### config.mk
export PLATFORM = sky130hd
export DESIGN_NAME = branch_resolve_ctrl
export DESIGN_NICKNAME = d
export VERILOG_FILES = /design/src/rtl/branch_resolve_ctrl_pkg.sv /design/src/rtl/branch_cond_eval.sv /design/src/rtl/branch_resolve_ctrl.sv
export SDC_FILE = /design/constraint.sdc
export NUM_CORES = 1
export LEC_CHECK = 0
export BUFFER_PORTS_ARGS = -buffer_cell sky130_fd_sc_hd__clkbuf_2
export CORE_MARGIN = 2
export CORE_UTILIZATION = 57
export CTS_CLUSTER_DIAMETER = 60
export CTS_CLUSTER_SIZE = 14
export DETAILED_ROUTE_END_ITERATION = 12
export HOLD_SLACK_MARGIN = 0.02
export PLACE_DENSITY = 0.82
export SETUP_SLACK_MARGIN = 0.05
export SLEW_MARGIN = 20
export SYNTH_ARGS = -nofsm -noshare
export SYNTH_HDL_FRONTEND = slang
export SYNTH_SLANG_ARGS = --single-unit
### constraint.sdc
create_clock -name Clock -period 2.9 [get_ports Clock]
set_input_delay 0 -clock Clock [delete_from_list [all_inputs] [get_ports Clock]]
set_output_delay 0 -clock Clock [all_outputs]
set_load 0.01 [all_outputs]
### src/rtl/branch_resolve_ctrl_pkg.sv
// Shared branch definitions: operation codes, flag bit positions, FSM states
// and the small helpers used by the resolve controller and its condition evaluator.
package branch_resolve_ctrl_pkg;

    localparam logic [3:0] BR_NONE = 4'd0;
    localparam logic [3:0] BR_JMP  = 4'd1;
    localparam logic [3:0] BR_AEQ  = 4'd2;
    localparam logic [3:0] BR_ANE  = 4'd3;
    localparam logic [3:0] BR_ACS  = 4'd4;
    localparam logic [3:0] BR_ACC  = 4'd5;
    localparam logic [3:0] BR_AMI  = 4'd6;
    localparam logic [3:0] BR_APL  = 4'd7;
    localparam logic [3:0] BR_BEQ  = 4'd8;
    localparam logic [3:0] BR_BNE  = 4'd9;
    localparam logic [3:0] BR_BCS  = 4'd10;
    localparam logic [3:0] BR_BCC  = 4'd11;
    localparam logic [3:0] BR_BMI  = 4'd12;
    localparam logic [3:0] BR_BPL  = 4'd13;

    // Flag vectors are packed {N,Z,C}
    localparam int FL_N = 2;
    localparam int FL_Z = 1;
    localparam int FL_C = 0;

    typedef enum logic [1:0] {
        ST_IDLE     = 2'd0,
        ST_WAIT     = 2'd1,
        ST_RESOLVE  = 2'd2,
        ST_REDIRECT = 2'd3
    } br_state_e;

    typedef enum logic [1:0] {
        DEP_NONE = 2'd0,
        DEP_A    = 2'd1,
        DEP_B    = 2'd2
    } br_dep_e;

    function automatic br_dep_e br_dep(input logic [3:0] code);
        if (code >= BR_AEQ && code <= BR_APL) return DEP_A;
        if (code >= BR_BEQ && code <= BR_BPL) return DEP_B;
        return DEP_NONE;
    endfunction

    // 2-bit saturating up/down count; simultaneous issue and done cancel out
    function automatic logic [1:0] pend_next(input logic [1:0] cnt,
                                             input logic iss, input logic done);
        if (iss && !done && cnt != 2'd3) return cnt + 2'd1;
        if (done && !iss && cnt != 2'd0) return cnt - 2'd1;
        return cnt;
    endfunction

endpackage

### src/rtl/branch_cond_eval.sv
// Combinational branch condition: selects flag set A or B by code and
// tests one flag with the requested polarity.
module branch_cond_eval
    import branch_resolve_ctrl_pkg::*;
(
    input  logic [3:0] iCode,
    input  logic [2:0] iFlagsA,
    input  logic [2:0] iFlagsB,
    output logic       oTaken
);

    logic [2:0] w_flags;

    always_comb begin
        w_flags = (br_dep(iCode) == DEP_B) ? iFlagsB : iFlagsA;
        case (iCode)
            BR_JMP:         oTaken = 1'b1;
            BR_AEQ, BR_BEQ: oTaken = w_flags[FL_Z];
            BR_ANE, BR_BNE: oTaken = !w_flags[FL_Z];
            BR_ACS, BR_BCS: oTaken = w_flags[FL_C];
            BR_ACC, BR_BCC: oTaken = !w_flags[FL_C];
            BR_AMI, BR_BMI: oTaken = w_flags[FL_N];
            BR_APL, BR_BPL: oTaken = !w_flags[FL_N];
            default:        oTaken = 1'b0;
        endcase
    end

endmodule

### src/rtl/branch_resolve_ctrl.sv
// Branch resolution controller: holds decode while the flags a branch depends
// on are still in flight, then redirects fetch for taken branches.
module branch_resolve_ctrl
    import branch_resolve_ctrl_pkg::*;
#(
    parameter int PC_WIDTH   = 10,
    parameter int WAIT_LIMIT = 15
) (
    input  logic                Clock,
    input  logic                Reset,
    input  logic                iBranchValid,
    input  logic [3:0]          iBranchOperation,
    input  logic [PC_WIDTH-1:0] iBranchTarget,
    input  logic                iFlagIssueA,
    input  logic                iFlagIssueB,
    input  logic                iFlagDoneA,
    input  logic                iFlagDoneB,
    input  logic [2:0]          iFlagsA,
    input  logic [2:0]          iFlagsB,
    output logic                oStall,
    output logic                oFlush,
    output logic                oPCSel,
    output logic [PC_WIDTH-1:0] oPCTarget,
    output logic                oTimeout,
    output logic [15:0]         oTakenCount
);

    localparam logic [7:0] WAIT_LAST = 8'(WAIT_LIMIT - 1);

    br_state_e           r_state, w_next;
    logic [3:0]          r_op;
    logic [PC_WIDTH-1:0] r_target;
    logic [1:0]          r_pend_a, r_pend_b;
    logic [1:0]          w_pend_a_nxt, w_pend_b_nxt;
    logic [7:0]          r_wait;
    logic [15:0]         r_taken_cnt;
    logic                r_timeout;
    logic                w_accept, w_timeout, w_taken, w_dep_busy;
    logic [3:0]          w_dep_op;

    assign w_pend_a_nxt = pend_next(r_pend_a, iFlagIssueA, iFlagDoneA);
    assign w_pend_b_nxt = pend_next(r_pend_b, iFlagIssueB, iFlagDoneB);
    assign w_accept     = (r_state == ST_IDLE) && iBranchValid && (iBranchOperation != BR_NONE);

    // Dependency is judged on the count as it stands after this edge, so a
    // Done in the same cycle releases the branch immediately.
    always_comb begin
        w_dep_op = (r_state == ST_IDLE) ? iBranchOperation : r_op;
        case (br_dep(w_dep_op))
            DEP_A:   w_dep_busy = (w_pend_a_nxt != 2'd0);
            DEP_B:   w_dep_busy = (w_pend_b_nxt != 2'd0);
            default: w_dep_busy = 1'b0;
        endcase
    end

    branch_cond_eval u_cond (
        .iCode   (r_op),
        .iFlagsA (iFlagsA),
        .iFlagsB (iFlagsB),
        .oTaken  (w_taken)
    );

    always_ff @(posedge Clock) begin
        if (Reset) r_state <= ST_IDLE;
        else       r_state <= w_next;
    end

    always_comb begin
        w_next    = r_state;
        w_timeout = 1'b0;
        case (r_state)
            ST_IDLE: begin
                if (w_accept) w_next = w_dep_busy ? ST_WAIT : ST_RESOLVE;
            end
            ST_WAIT: begin
                if (!w_dep_busy) begin
                    w_next = ST_RESOLVE;
                end else if (r_wait == WAIT_LAST) begin
                    w_next    = ST_IDLE;
                    w_timeout = 1'b1;
                end
            end
            ST_RESOLVE:  w_next = w_taken ? ST_REDIRECT : ST_IDLE;
            ST_REDIRECT: w_next = ST_IDLE;
            default:     w_next = ST_IDLE;
        endcase
    end

    always_comb begin
        oStall      = (r_state != ST_IDLE) || w_accept;
        oPCSel      = (r_state == ST_REDIRECT);
        oFlush      = (r_state == ST_REDIRECT);
        oPCTarget   = (r_state == ST_REDIRECT) ? r_target : '0;
        oTimeout    = r_timeout;
        oTakenCount = r_taken_cnt;
    end

    always_ff @(posedge Clock) begin
        if (Reset) begin
            r_op        <= BR_NONE;
            r_target    <= '0;
            r_pend_a    <= 2'd0;
            r_pend_b    <= 2'd0;
            r_wait      <= 8'd0;
            r_timeout   <= 1'b0;
            r_taken_cnt <= 16'd0;
        end else begin
            r_pend_a  <= w_pend_a_nxt;
            r_pend_b  <= w_pend_b_nxt;
            r_timeout <= w_timeout;
            if (w_accept) begin
                r_op     <= iBranchOperation;
                r_target <= iBranchTarget;
            end
            if (r_state == ST_WAIT && w_next == ST_WAIT) r_wait <= r_wait + 8'd1;
            else                                         r_wait <= 8'd0;
            if (r_state == ST_REDIRECT) r_taken_cnt <= r_taken_cnt + 16'd1;
        end
    end

endmodule

**Word-level counts from Yosys, hierarchy flattened**

Index checks and enable logic that the tools add are counted.

- Muxes and demuxes: 40
- Add/sub/neg operators: 6
- Reduce and logical (&&, ||, !) cells: 38
- Bitwise gates (word level): 3
- Equality and inequality tests: 23
- $lt $le $gt $ge: 8

Operators by type and width:

| cell | count |
|---|---|
| 2-bit 2-to-1 mux | 21 |
| 4-bit == test, second input constant | 6 |
| 16-bit by 1-bit adder with 16-bit output, second input constant | 1 |
| 4-bit by 3-bit == test with 1-bit output, second input constant | 4 |
| 1-bit logical AND | 15 |
| 2-bit OR reduction | 7 |
| 1-bit 2-to-1 mux | 13 |
| 10-bit 2-to-1 mux | 1 |
| 2-bit nonzero test | 5 |
| 8-bit by 1-bit adder with 8-bit output, second input constant | 1 |
| 2-bit == test, second input constant | 4 |
| 4-bit by 2-bit == test with 1-bit output, second input constant | 2 |
| 8-bit by 4-bit == test with 1-bit output, second input constant | 1 |
| 4-bit by 2-bit greater-or-equal comparator with 1-bit output, second input constant | 2 |
| 4-bit greater-or-equal comparator, second input constant | 2 |
| 4-bit by 3-bit <= comparator with 1-bit output, second input constant | 2 |
| 4-bit <= comparator, second input constant | 2 |
| 2-bit case mux with 4 select lines | 1 |
| 1-bit logical NOT | 7 |
| 1-bit case mux with 7 select lines | 1 |
| 2-bit by 1-bit == test with 1-bit output, second input constant | 3 |
| 2-bit by 1-bit adder with 2-bit output, second input constant | 2 |
| 4-bit by 1-bit == test with 1-bit output, second input constant | 1 |
| 4-bit 2-to-1 mux | 1 |
| 9 further kinds | 13 |

- Bits in registers: 45
- Output and inout port bits: 30

**Longest topological paths before layout**

- Depth after elaboration: 17
- Mapped depth: 7
- Mapped depth without buffers: 7

**By module**

A second synthesis with hierarchy kept.

- Cells, all modules: 272
- Area, all modules: 2258.4 µm²

By module, submodules not included:

| module | instances | cells each | area each (µm²) |
|---|---|---|---|
| branch_resolve_ctrl | 1 | 259 | 2143.3 |
| branch_cond_eval | 1 | 13 | 115.1 |

**Worst setup path before layout**

No wires, ideal clock.

- Kind: register to register
- From: reg r_pend_b[1]
- To: reg r_wait[2]
- Arrival: 1800 ps
- Stages on the path, launching flop included: 8
- Library setup time: 92 ps
- Setup slack: 1008 ps
- Period minus slack after synthesis: 1892 ps
- Path buffers: 0
- Cells stage by stage: dfxtp_1 -> inv_1 -> ha_1 -> nor3b_1 -> o21a_1 -> o32ai_1 -> a22oi_2 -> nor4_1

- Cells in the longest elaborated chain, start to end: 15
- Elaborated cells between the ends (all ways): 23

Ends and longest elaborated chain:

| what | RTL line | source |
|---|---|---|
| from (decl) | branch_resolve_ctrl.sv:33 | `logic [1:0] r_pend_a, r_pend_b;` |
| from (signal assigned) | branch_resolve_ctrl.sv:109 | `r_pend_b <= w_pend_b_nxt;` |
| branches (longest 5 deep; another with 2-bit by 1-bit adder with 2-bit output) | -- |  |
| 2-bit 2-to-1 mux * | branch_resolve_ctrl_pkg.sv:48 | `if (done && !iss && cnt != 2'd0) return cnt - 2'd1;` |
| 2-bit nonzero test * | branch_resolve_ctrl.sv:51 | `DEP_B: w_dep_busy = (w_pend_b_nxt != 2'd0);` |
| 1-bit case mux with 2 select lines * | branch_resolve_ctrl.sv:49 | `case (br_dep(w_dep_op))` |
| 2-bit 2-to-1 mux (2 in a row) | branch_resolve_ctrl.sv:73 | `if (w_accept) w_next = w_dep_busy ? ST_WAIT : ST_RESOLVE;` |
| 2-bit case mux with 4 select lines * | branch_resolve_ctrl.sv:71 | `case (r_state)` |
| 2-bit by 1-bit == test with 1-bit output * | branch_resolve_ctrl.sv:115 | `if (r_state == ST_WAIT && w_next == ST_WAIT) r_wait <= r_wait + 8'd1;` |
| 1-bit logical AND * | branch_resolve_ctrl.sv:115 |  |
| 1-bit NOT (no line) * | -- |  |
| 2-bit OR reduction (no line) * | -- |  |
| to (signal assigned) | branch_resolve_ctrl.sv:115 |  |
| to (decl) | branch_resolve_ctrl.sv:35 | `logic [7:0] r_wait;` |

Mark *: on every way between the ends. The select of a mux whose other input is x is not followed.
A chain may end at the register's enable or synchronous reset.

**Final worst setup path**

- From: reg r_pend_b[1]
- To: reg r_wait[3]

The elaborated chain is that of the path after synthesis.

==> impl_metrics.tcl <==
set metrics [dict create \
    num_antenna_cells 0 \
    yosys_warnings 0 \
    mostFrequentLayoutCell "clkbuf_2" \
    worst_hold_path.endpoint "r_pend_a[1]" \
    pin_count_of_the_biggest_net_entering_global_routing 39 \
    hpwl_mm 3.30 \
    layout.cells.most_common_list "56 x clkbuf_2, 45 x dfxtp_1, 41 x nand2_1" \
    drv_cap 0 \
    ios 57 \
    clock-skew-final_ps 8.11 \
    slowest_delay_ps 390 \
    finalNetCount 371 \
    ant_nets 0 \
    timing.hold.worst.class "input pin to register" \
    data_required_time_of_the_critical_path_ps 3110 \
    status "completed" \
    setup_violations 0 \
    cts_buffers 5 \
    cts.sink_count 45 \
    standard_cell_area_after_detailed_placement_um2 2560 \
    worst-slew-pin-transition_ps 803 \
    drt-wirelength-per-cell_um 12.7 \
    clockRootBuffer "clkbuf_8" \
    drt_pass1_iterations 4 \
    synth_sequential_area_ratio_pct 39.5 \
    critical_path.endpoint_type "register" \
    worst-r2r-setup-slack_ps 830 \
    post-route-period-util_pct 71.2 \
    antenna_found_initial 0 \
    final_design_area_no_fill_um2 2820 \
    hold_viol_final 0 \
    relSlewSlack_pct 46.0 \
    place_ws_ps 835 \
    layout-drive-gt1-share_pct 21.0 \
    min_path_cells 3 \
    critical_path_cell_by_cell "inv_1 -> ha_1 -> nor3b_1 -> o21a_1 -> o32ai_1 -> a22oi_2 -> nor4_1" \
    worst_r2r_end "r_wait[3]" \
    rsz_0062_raised_after_global_routing "false" \
    max_clock_freq_ghz 0.484 \
    synth_ff_type "dfxtp_1" \
    worst_path_max_delay_cell "dfxtp_1" \
    post_synth_num_cell_types 48 \
    vias 2071 \
    leakage_power_figure_uw 0.00115 \
    gp_congestion 0.761 \
    grt_pass1_wl_mm 8.04 \
    synth_nets 307 \
    routed_wirelength_mm 4.91 \
    detail_route.drc_violations 0 \
    fin_ws_ps 835 \
    worst-endpoint-arrival_ps 2270 \
    layout.cells.non_filler 386 \
    power.density_nw_per_um2 511 \
    clk-insertion-delay-late_ps 300 \
    cts.reportedPaths.clkPinSlew_ps 80 \
    routed_via_density 5.37 \
    worstSetupStartpointType "register" \
    finalMaxSlewViolations 0 \
    placed_cells_incl_taps 364 \
    total_power_of_the_final_layout_uw 1440 \
    r2r_cells 7 \
    synth.ff_latch_count 45 \
    grt_pass1_vias 1896 \
    synth.cell_area_um2 2280 \
    avgSynthCellArea_um2 8.35 \
    clock_tree.htree_level_count 2 \
    r2r-start "r_pend_b[1]" \
    edff_count_synth 0 \
    synth_cells 273 \
    hold_start "iFlagIssueA" \
    flow.area_growth_from_synthesis_pct 23.5 \
    criticalPathCategory "register to register" \
    cts_buffer_depth 2 \
    rows 22 \
    total_die_area_um2 4520 \
    drt_iter0_markers 134 \
    global_route.usage.total_pct 23.6 \
    globalRoute.totalOverflow 0 \
    tritoncts "yes" \
    synth-async-reset-ratio_pct 0 \
    fin_setup_tns_ps 0 \
    worstPathMaxFanout 10 \
    layout_min_cycle_time_ps 2070 \
    die_height_um 67.2 \
    effective_utilization_at_floorplan_pct 60.9 \
    die_width_um 67.2 \
    coreArea_um2 3740 \
    placement.io_buffers 56 \
    vdd.ir_drop.worst_mv 0.290 \
]
==> layout make-up <==
| type | count | area [µm²] |
|---|---|---|
| clock buffers | 7 | 86.3 |
| repair buffers | 71 | 428 |
| clock inverters | 1 | 30.0 |
| inverters | 6 | 22.5 |
| well taps | 48 | 60.1 |
| multi-input cells | 208 | 1290 |
| flip-flops and latches | 45 | 901 |
| fillers | 293 | 927 |
==> worst max-delay path, delay by kind of cell, from the launching register on <==
| family | cells | cell delay (ps) |
|---|---|---|
| AO/OA/AOI/OAI | 3 | 800 |
| adder cells (fa/ha/maj) | 1 | 280 |
| buffers and inverters | 1 | 60 |
| flip-flops | 1 | 390 |
| AND/OR/NAND/NOR | 2 | 440 |
==> kinds of logic (layout without fill, tap and decap cells) <==
logic type	after synthesis	count (layout)	synth area share (%)
buffers and inverters	20	85	3.95
xor gates and xnor gates	17	17	6.53
muxes	3	3	1.54
DFF	45	45	39.5
adders and majority gates	7	7	3.84
and+or+nand+nor	137	137	31.9
AOI/OAI and AO/OA	44	44	12.7
==> worst max-delay path by stage <==
stage | start | end | slack, ps
6_report | r_pend_b[1] | r_wait[3] | 830
5_1_grt | r_pend_b[1] | r_wait[1] | 630
4_1_cts | r_pend_b[1] | r_wait[3] | 820
3_5_place_dp | r_pend_b[1] | r_wait[3] | 830
3_3_place_gp | r_pend_b[1] | r_wait[3] | 920
2_1_floorplan | r_pend_b[1] | r_wait[2] | 1010
==> flip-flops by register name, summed over array words and instances (netlist names) <==
| name | cells |
|---|---|
| oTakenCount | 16 |
| r_target | 10 |
| r_wait | 8 |
| r_op | 4 |
| r_pend_a | 2 |
| r_pend_b | 2 |
| r_state | 2 |
| oTimeout | 1 |
==> routing by layer <==
layer  vias up  track usage [%]  share of wire (%)
li1       1091                -                  -
met1       905             29.6                 47
met2        67             38.4                 46
met3         8             6.50                5.5
met4         0             9.69                1.7
met5         -                0                  0
==> cell usage after synthesis, drive strengths merged, types with 2 or more instances <==
cell	count	area, µm²
nor2b	6	37.5
or2	2	12.5
xnor2	8	70.1
o21a	4	30.0
nand3	11	55.1
xor2	9	78.8
nand2	41	154
or3	4	25.0
mux2i	2	20.0
dfxtp	45	901
ha	7	87.6
o32ai	2	17.5
o21ai	8	40.0
nand4	3	25.0
nor3b	9	67.6
and3	10	62.6
nor4	7	43.8
clkbuf	9	35.0
nor3	14	81.3
and2	2	12.5
inv	6	22.5
nor2	18	67.6
nand4b	2	17.5
a21oi	20	111
buf	5	32.5
o211ai	2	15.0
and4	3	26.3
nand2b	2	12.5
==> power breakdown <==
part	leakage (µW)	internal, µW	total [µW]	switching, µW
logic	0.000730	109	254	146
clock network	0.0000585	281	487	206
registers	0.000366	652	696	44.1
total	0.00115	1040	1440	396
==> stage by stage <==
stage / hold WS (ps) / utilization (%)
2_1_floorplan: 136 / -
3_3_place_gp: 223 / 68.4
3_5_place_dp: 230 / 68.4
4_1_cts: 28.5 / 75.2
5_1_grt: 82.1 / 75.2
6_report: 45.4 / 75.2
==> repair_timing <==
action                                 in CTS  in global routing
endpoints found under the hold margin      14                  0
hold buffers                               14                  0
gates resized for setup                     0                  0
buffers inserted                            0                  0
Power figures use the tool's default switching activity.
